$ cat src/rtl/switch_debouncer_if.sv
// Switch bus between the raw board switches and the debouncer: raw levels in, clean
// levels and edge pulses out.
interface switch_debouncer_if #(
  parameter int unsigned NUM_SW = 18
);
  logic [NUM_SW-1:0] SWITCH_I;
  logic [NUM_SW-1:0] SWITCH_DB_O;
  logic [NUM_SW-1:0] SWITCH_RISE_O;
  logic [NUM_SW-1:0] SWITCH_FALL_O;
  logic              SWITCH_CHANGE_O;

  modport master (
    output SWITCH_I,
    input  SWITCH_DB_O,
    input  SWITCH_RISE_O,
    input  SWITCH_FALL_O,
    input  SWITCH_CHANGE_O
  );

  modport slave (
    input  SWITCH_I,
    output SWITCH_DB_O,
    output SWITCH_RISE_O,
    output SWITCH_FALL_O,
    output SWITCH_CHANGE_O
  );
endinterface

$ cat src/rtl/switch_debouncer.sv
// Slide-switch conditioner: 2-flop synchronizer, shared sample-tick prescaler and a
// per-bit stability counter, plus one-cycle rise/fall pulses on the clean levels.
module switch_debouncer #(
  parameter int unsigned NUM_SW       = 18,
  parameter int unsigned TICK_DIV     = 50000,
  parameter int unsigned STABLE_TICKS = 10
) (
  input logic               CLOCK_50_I,
  input logic               RESET_I,
  switch_debouncer_if.slave sw_if
);
  localparam int unsigned DivW = $clog2(TICK_DIV);
  localparam int unsigned CntW = $clog2(STABLE_TICKS + 1);
  localparam logic [DivW-1:0] DivLast = DivW'(TICK_DIV - 1);
  localparam logic [CntW-1:0] CntLast = CntW'(STABLE_TICKS - 1);

  logic [NUM_SW-1:0] sync1_q, sync2_q;
  logic [NUM_SW-1:0] db_q, db_d;
  logic [NUM_SW-1:0] db_dly_q;
  logic [DivW-1:0]   div_q, div_d;
  logic [CntW-1:0]   cnt_q [NUM_SW];
  logic [CntW-1:0]   cnt_d [NUM_SW];
  logic              tick;

  always_comb begin
    tick  = (div_q == DivLast);
    div_d = tick ? '0 : div_q + 1'b1;
    db_d  = db_q;
    for (int i = 0; i < int'(NUM_SW); i++) begin
      cnt_d[i] = cnt_q[i];
      // Any sample agreeing with the accepted level restarts that bit's window.
      if (sync2_q[i] == db_q[i]) begin
        cnt_d[i] = '0;
      end else if (tick) begin
        if (cnt_q[i] == CntLast) begin
          db_d[i]  = sync2_q[i];
          cnt_d[i] = '0;
        end else begin
          cnt_d[i] = cnt_q[i] + 1'b1;
        end
      end
    end
  end

  always_ff @(posedge CLOCK_50_I) begin
    if (RESET_I) begin
      sync1_q  <= '0;
      sync2_q  <= '0;
      div_q    <= '0;
      db_q     <= '0;
      db_dly_q <= '0;
      for (int i = 0; i < int'(NUM_SW); i++) begin
        cnt_q[i] <= '0;
      end
    end else begin
      sync1_q  <= sw_if.SWITCH_I;
      sync2_q  <= sync1_q;
      div_q    <= div_d;
      db_q     <= db_d;
      db_dly_q <= db_q;
      for (int i = 0; i < int'(NUM_SW); i++) begin
        cnt_q[i] <= cnt_d[i];
      end
    end
  end

  // Pulses are masked while reset is held so no stale edge escapes around reset.
  always_comb begin
    sw_if.SWITCH_DB_O     = db_q;
    sw_if.SWITCH_RISE_O   = RESET_I ? '0 : (db_q & ~db_dly_q);
    sw_if.SWITCH_FALL_O   = RESET_I ? '0 : (~db_q & db_dly_q);
    sw_if.SWITCH_CHANGE_O = |(sw_if.SWITCH_RISE_O | sw_if.SWITCH_FALL_O);
  end
endmodule
$ cat src/flat_wrapper.sv
// flat-port wrapper written by rule: the top's interface ports become plain ports
module switch_debouncer_flat 
#(
  parameter int unsigned NUM_SW       = 18,
  parameter int unsigned TICK_DIV     = 50000,
  parameter int unsigned STABLE_TICKS = 10
)
  (CLOCK_50_I, RESET_I, sw_if_SWITCH_I, sw_if_SWITCH_DB_O, sw_if_SWITCH_RISE_O, sw_if_SWITCH_FALL_O, sw_if_SWITCH_CHANGE_O);
  switch_debouncer_if #(.NUM_SW(NUM_SW)) sw_if_i ();
  input logic CLOCK_50_I;
  input logic RESET_I;
  input wire logic [$bits(sw_if_i.SWITCH_I)-1:0] sw_if_SWITCH_I;
  output wire logic [$bits(sw_if_i.SWITCH_DB_O)-1:0] sw_if_SWITCH_DB_O;
  output wire logic [$bits(sw_if_i.SWITCH_RISE_O)-1:0] sw_if_SWITCH_RISE_O;
  output wire logic [$bits(sw_if_i.SWITCH_FALL_O)-1:0] sw_if_SWITCH_FALL_O;
  output wire logic [$bits(sw_if_i.SWITCH_CHANGE_O)-1:0] sw_if_SWITCH_CHANGE_O;
  assign sw_if_i.SWITCH_I = sw_if_SWITCH_I;
  assign sw_if_SWITCH_DB_O = sw_if_i.SWITCH_DB_O;
  assign sw_if_SWITCH_RISE_O = sw_if_i.SWITCH_RISE_O;
  assign sw_if_SWITCH_FALL_O = sw_if_i.SWITCH_FALL_O;
  assign sw_if_SWITCH_CHANGE_O = sw_if_i.SWITCH_CHANGE_O;
  switch_debouncer #(.NUM_SW(NUM_SW), .TICK_DIV(TICK_DIV), .STABLE_TICKS(STABLE_TICKS)) u_core (.CLOCK_50_I(CLOCK_50_I), .RESET_I(RESET_I), .sw_if(sw_if_i));
endmodule
$ cat config.mk
export PLATFORM = sky130hd
export DESIGN_NAME = switch_debouncer_flat
export DESIGN_NICKNAME = d
export VERILOG_FILES = /design/src/rtl/switch_debouncer_if.sv /design/src/rtl/switch_debouncer.sv /design/src/flat_wrapper.sv
export SDC_FILE = /design/constraint.sdc
export NUM_CORES = 1
export LEC_CHECK = 0
export ABC_AREA = 0
export BUFFER_PORTS_ARGS = -buffer_cell sky130_fd_sc_hd__buf_2
export CAP_MARGIN = 20
export CORE_ASPECT_RATIO = 0.6
export CORE_MARGIN = 3
export CORE_UTILIZATION = 45
export DETAILED_ROUTE_END_ITERATION = 6
export PLACE_DENSITY = 0.7
export SYNTH_ARGS = -nofsm -noshare
export SYNTH_HDL_FRONTEND = slang
export SYNTH_SLANG_ARGS = --single-unit
$ cat constraint.sdc
create_clock -name CLOCK_50_I -period 2 [get_ports CLOCK_50_I]
set_input_delay 0.4 -clock CLOCK_50_I [delete_from_list [all_inputs] [get_ports CLOCK_50_I]]
set_output_delay 0.4 -clock CLOCK_50_I [all_outputs]
set_load 0.005 [all_outputs]
## Yosys cells after proc, flatten, opt, wreduce, memory -nomap -nowiden

Memories as Yosys holds them, arrays and structs flattened.
Cells that the tools add are included.

- $add $sub $neg: 19
- Eq/ne operators: 37
- Mux-type cells: 77
- Bitwise operators: 41
- Reduce and logical (&&, ||, !) cells: 20

Operators by type and width:

| cell | count |
|---|---|
| 4-bit two-way mux | 72 |
| 4-bit by 1-bit adder with 4-bit output (second input constant) | 18 |
| 4-bit equality test (second input constant) | 18 |
| 3-bit AND reduction | 18 |
| 18-bit bitwise AND | 2 |
| 18-bit two-way mux | 2 |
| 18-bit NOT | 2 |
| 1-bit equality test | 18 |
| 1-bit NOT | 18 |
| 1-bit bitwise OR | 18 |
| 18-bit bitwise OR | 1 |
| 18-bit OR reduction | 1 |
| 16-bit by 1-bit adder with 16-bit output (second input constant) | 1 |
| 16-bit equality test (second input constant) | 1 |
| 1-bit two-way mux | 3 |
| 2-bit OR reduction | 1 |

- Register bits after elaboration: 88
- RAM bits: 72
- Input port bits: 20
- Output and inout bits: 55
- Word-level logic and storage cells: 217
- Memories: 1

Memories:

| memory | words | bits a word | read ports | clocked after Yosys merged registers in | write ports | RTL line | source |
|---|---|---|---|---|---|---|---|
| u_core.cnt_q | 18 | 4 | 18 | 0 | 18 | switch_debouncer.sv:21 | `logic [CntW-1:0] cnt_q [NUM_SW];` |

## Depth between registers and ports, before layout

- Word-level depth: 5
- Depth in mapped cells: 8
- Mapped depth without buffers: 5

## Worst setup path before layout

No wires, ideal clock.

- Path type: flip-flop to flip-flop
- From: register u_core.div_q[4]
- To: register u_core.div_q[12]
- Setup time: 0.115 ns
- Arrival time: 1.654 ns
- Required time: 1.885 ns
- Path slack: 0.232 ns
- Cell stages (with the launch flop): 8
- Buffers on the path: 3
- Cells stage by stage: dfxtp_1 > nor4_4 > and4_1 > buf_4 > or2_1 > buf_2 > buf_4 > nor2_1

- Cells in the longest elaborated chain, start to end: 2
- Elaborated cells on any way between the ends: 3
- Classes of those cells: add/sub: 1; eq/ne: 1; reduce/logical: 1

Ends and longest elaborated chain:

| what | RTL line | source |
|---|---|---|
| start, declared | switch_debouncer.sv:20 | `logic [DivW-1:0] div_q, div_d;` |
| start signal, assigned | switch_debouncer.sv:58 | `div_q <= div_d;` |
| branches (longest 2 deep; another with 16-bit by 1-bit adder with 16-bit output) | n/a |  |

Several ways; the timed one is not identified.
A chain may end at the register's enable or synchronous reset.

## Worst setup path in the final report

- From: register u_core.db_q[11], in the netlist u_core.sw_if.SWITCH_DB_O[11]
- To: output sw_if_SWITCH_CHANGE_O

- Cells in the longest elaborated chain, start to end: 5
- Elaborated cells on any way between the ends: 7
- Classes of those cells: mux: 2; bitwise: 4; reduce/logical: 1

Ends and longest elaborated chain:

| what | RTL line | source |
|---|---|---|
| start, declared | switch_debouncer.sv:18 | `logic [NUM_SW-1:0] db_q, db_d;` |
| start signal, assigned | switch_debouncer.sv:50 | `db_q <= '0;` |
| start signal, assigned | switch_debouncer.sv:59 | `db_q <= db_d;` |
| 18-bit NOT | switch_debouncer.sv:71 | `sw_if.SWITCH_FALL_O = RESET_I ? '0 : (~db_q & db_dly_q);` |
| 18-bit bitwise AND | switch_debouncer.sv:71 |  |
| 18-bit two-way mux | switch_debouncer.sv:71 |  |
| 18-bit bitwise OR * | switch_debouncer.sv:72 | `sw_if.SWITCH_CHANGE_O = \|(sw_if.SWITCH_RISE_O \| sw_if.SWITCH_FALL_O);` |
| 18-bit OR reduction * | switch_debouncer.sv:72 |  |
| end, declared | flat_wrapper.sv:16 | `output wire logic [$bits(sw_if_i.SWITCH_CHANGE_O)-1:0] sw_if_SWITCH_CHANGE_O;` |

Mark *: on every way between the ends. The rest lies on a longest branch, timed or not.

==> results.json <==
{
  "final_cell_area_sq_mm": 0.00866,
  "die_x_microns": 170,
  "synth.distinct_cells": 36,
  "netlist_area_sq_mm": 0.00723,
  "instances_no_fill": 1105,
  "path_cells": "xnor2_4, nand4_1, nor3_2, a41oi_1, buf_2",
  "combPwrFrac_pct": 2.2,
  "drive_above_1_share_pct": 20.0,
  "numCtsBuffers": 17,
  "slew_headroom_pct": 73.2,
  "cellPowerDensity_mw_per_mm2": 767,
  "synth_area_leader_cell": "dfxtp_1",
  "routed_wl_microns": 16500,
  "vias": 5865,
  "drt_pass1_iterations": 5,
  "violations": "setup timing",
  "power.share.clock_pct": 49.0,
  "dp.final_hpwl_microns": 11500,
  "synth_area_leaders": "dfxtp_1 44%, nor2b_1 7.8%, xnor2_1 4.5%",
  "overflow": 0,
  "seq_power_share_pct": 48.8,
  "crit_required_ps": 1600,
  "synthArstFlopShare_pct": 0,
  "reg2regPathDepth": 6,
  "setup_viol": 1,
  "dp_slack_ps": 66.5,
  "tightest_slew_ps": 401,
  "start_util_pct": 46.5,
  "synth_nets": 822,
  "hold_viol_final": 0,
  "antenna_found_initial": 0,
  "layout_commonest_cell": "dfxtp_1",
  "gp_congestion": 0.841,
  "diodes": 0,
  "ys_ff_latch": 160,
  "max_cap_viol_count": 0,
  "crit_slowest_cell": "dfxtp_4",
  "ys_seq_area_share_pct": 44.3,
  "synth_top_cell_area_share_pct": 44.3,
  "hold_class": "in2reg",
  "start_kind": "flip-flop",
  "final_cell_mix": "142 x dfxtp_1, 90 x nor2b_1, 73 x buf_2",
  "synth_cells": 801,
  "drc": 0,
  "htree_levels": 4,
  "min_path_cells": 2,
  "core-area_sq_mm": 0.0155,
  "ctsHoldBuffers": 0,
  "rsz0062_at_grt": "true",
  "die_area_sq_mm": 0.0177,
  "cts.clk_slew.worst_paths_ps": 70,
  "dp_cells": 1071,
  "crit_arrival_ps": 1610,
  "swShare_pct": 22.2,
  "yosysWarningCount": 0,
  "fin_crit_sh_pct": 100,
  "p_switching_mw": 1.47,
  "worstPathMaxFanout": 6,
  "fin_util_pct": 55.7,
  "synthFlopType": "dfxtp_1",
  "peakVddDrop_mv": 0.522,
  "crit_path_end_kind": "output port",
  "grt_max_degree": 47,
  "cts_tree": "done",
  "postPlaceCellArea_sq_mm": 0.00792,
  "grt_use_total_pct": 18.6,
  "synth-edff-count": 0,
  "min_period_ps": 2010,
  "drtIter0Drc": 466,
  "criticalPathCategory": "reg2out",
  "timing.fmax_ghz": 0.498,
  "die_h_microns": 104,
  "clock-sinks": 160,
  "clkLatencyLatePin_ps": 420,
  "root_buffer": "clkbuf_16",
  "power_mw": 6.64,
  "clockBufferDepth": 2,
  "status": "complete, but fails checks",
  "p_leak_nw": 3.45,
  "grt_pass1_vias": 5239,
  "p_int_mw": 5.17,
  "ioPinCount": 75,
  "clock_skew_ps": 11.7,
  "portBuffers": 74,
  "viasPerCell": 5.31,
  "drv_slew": 0,
  "setup_slack_ps": -8.63,
  "final_antenna_net_count": 0,
  "fillers": 1388,
  "synthToLayoutAreaGrowth_pct": 19.7,
  "avgRoutedWirePerCell_microns": 14.9,
  "max_stage_delay_ps": 380,
  "grt_pass1_wl_microns": 26800,
  "rows": 35,
  "syn_area_per_cell_sq_um": 9.03,
  "nNetsFinal": 910
}
[registers in the layout, indices dropped and copies added (netlist names)]
register and count:
u_core.cnt_q 72, u_core.db_dly_q 18, u_core.div_q 16, u_core.sw_if.SWITCH_DB_O 18, u_core.sync1_q 18, u_core.sync2_q 18
[repair_timing]
action                     in CTS  in global routing
cloned                          0                  0
setup buffers                   2                  0
setup endpoints to repair       1                  3
resized for setup              28                 10
pin swaps                      10                  5
[logic make-up (layout without fill, tap and decap cells)]
group / after synthesis / count (layout) / share of synthesized area [%]
flops: 160 / 160 / 44.3
compound gates: 115 / 115 / 8.39
simple gates: 388 / 388 / 33.3
buf+inv: 54 / 155 / 3.49
xor+xnor: 65 / 65 / 7.87
fa+ha+maj: 1 / 1 / 0.173
mux: 18 / 18 / 2.49
[critical path, delay by kind of cell, from the launching register on]
kind | cells | cell delay (ps)
compound gates | 1 | 120
xor+xnor | 1 | 170
buf+inv | 1 | 150
flops | 1 | 380
simple gates | 2 | 370
[power by group through the flow]
stage	Clock, mW	Combinational, mW	Sequential, mW
after floorplan	0	0.0948	3.31
after global placement	0	0.147	3.32
after detailed placement	0	0.149	3.32
after CTS	3.31	0.150	3.24
after global routing	3.47	0.166	3.24
final	3.25	0.149	3.24
[routing by layer]
| metal | vias to the layer above | track usage [%] | wire length (microns) |
|---|---|---|---|
| met5 | - | 0 | 0 |
| met4 | 0 | 5.54 | 138 |
| met3 | 15 | 3.80 | 847 |
| met2 | 148 | 26.1 | 6840 |
| met1 | 2715 | 28.4 | 8630 |
| li1 | 2987 | - | - |
[final timing paths]
kind | to | slack [ps] | from
max | sw_if_SWITCH_CHANGE_O | -9 | u_core.sw_if.SWITCH_DB_O[11]
min | u_core.sync1_q[4] | 180 | sw_if_SWITCH_I[4]
max reg2reg | u_core.cnt_q[2][2] | 120 | u_core.div_q[12]
min reg2reg | u_core.sync2_q[0] | 430 | u_core.sync1_q[0]
[layout make-up]
type | instances | area (sq um) | area share (%)
multi-input cells | 587 | 3880 | 44.9
clock buffers | 18 | 439 | 5.07
inverters | 21 | 78.8 | 0.910
flip-flops and latches | 160 | 3240 | 37.4
well taps | 203 | 254 | 2.93
repair buffers | 102 | 608 | 7.02
clock inverters | 14 | 154 | 1.78
[stage by stage]
step	setup TNS, ps	hold WS, ps
finish	-8.63	185
global route	-111	178
CTS	-21.1	175
detailed placement	0	420
global placement	0	417
floorplan	0	413
[cell usage after synthesis (19+ instances only)]
| master | count |
|---|---|
| nor2b_1 | 90 |
| or3_1 | 21 |
| clkbuf_1 | 19 |
| inv_1 | 21 |
| and4_1 | 20 |
| nand3_1 | 25 |
| xnor2_1 | 37 |
| nor3b_1 | 36 |
| o21ai_0 | 37 |
| a21oi_1 | 57 |
| nand4_1 | 28 |
| nand2_1 | 59 |
| xor2_1 | 28 |
| nor2_1 | 31 |
| dfxtp_1 | 160 |
No activity file was read; power rests on OpenSTA's default activity.
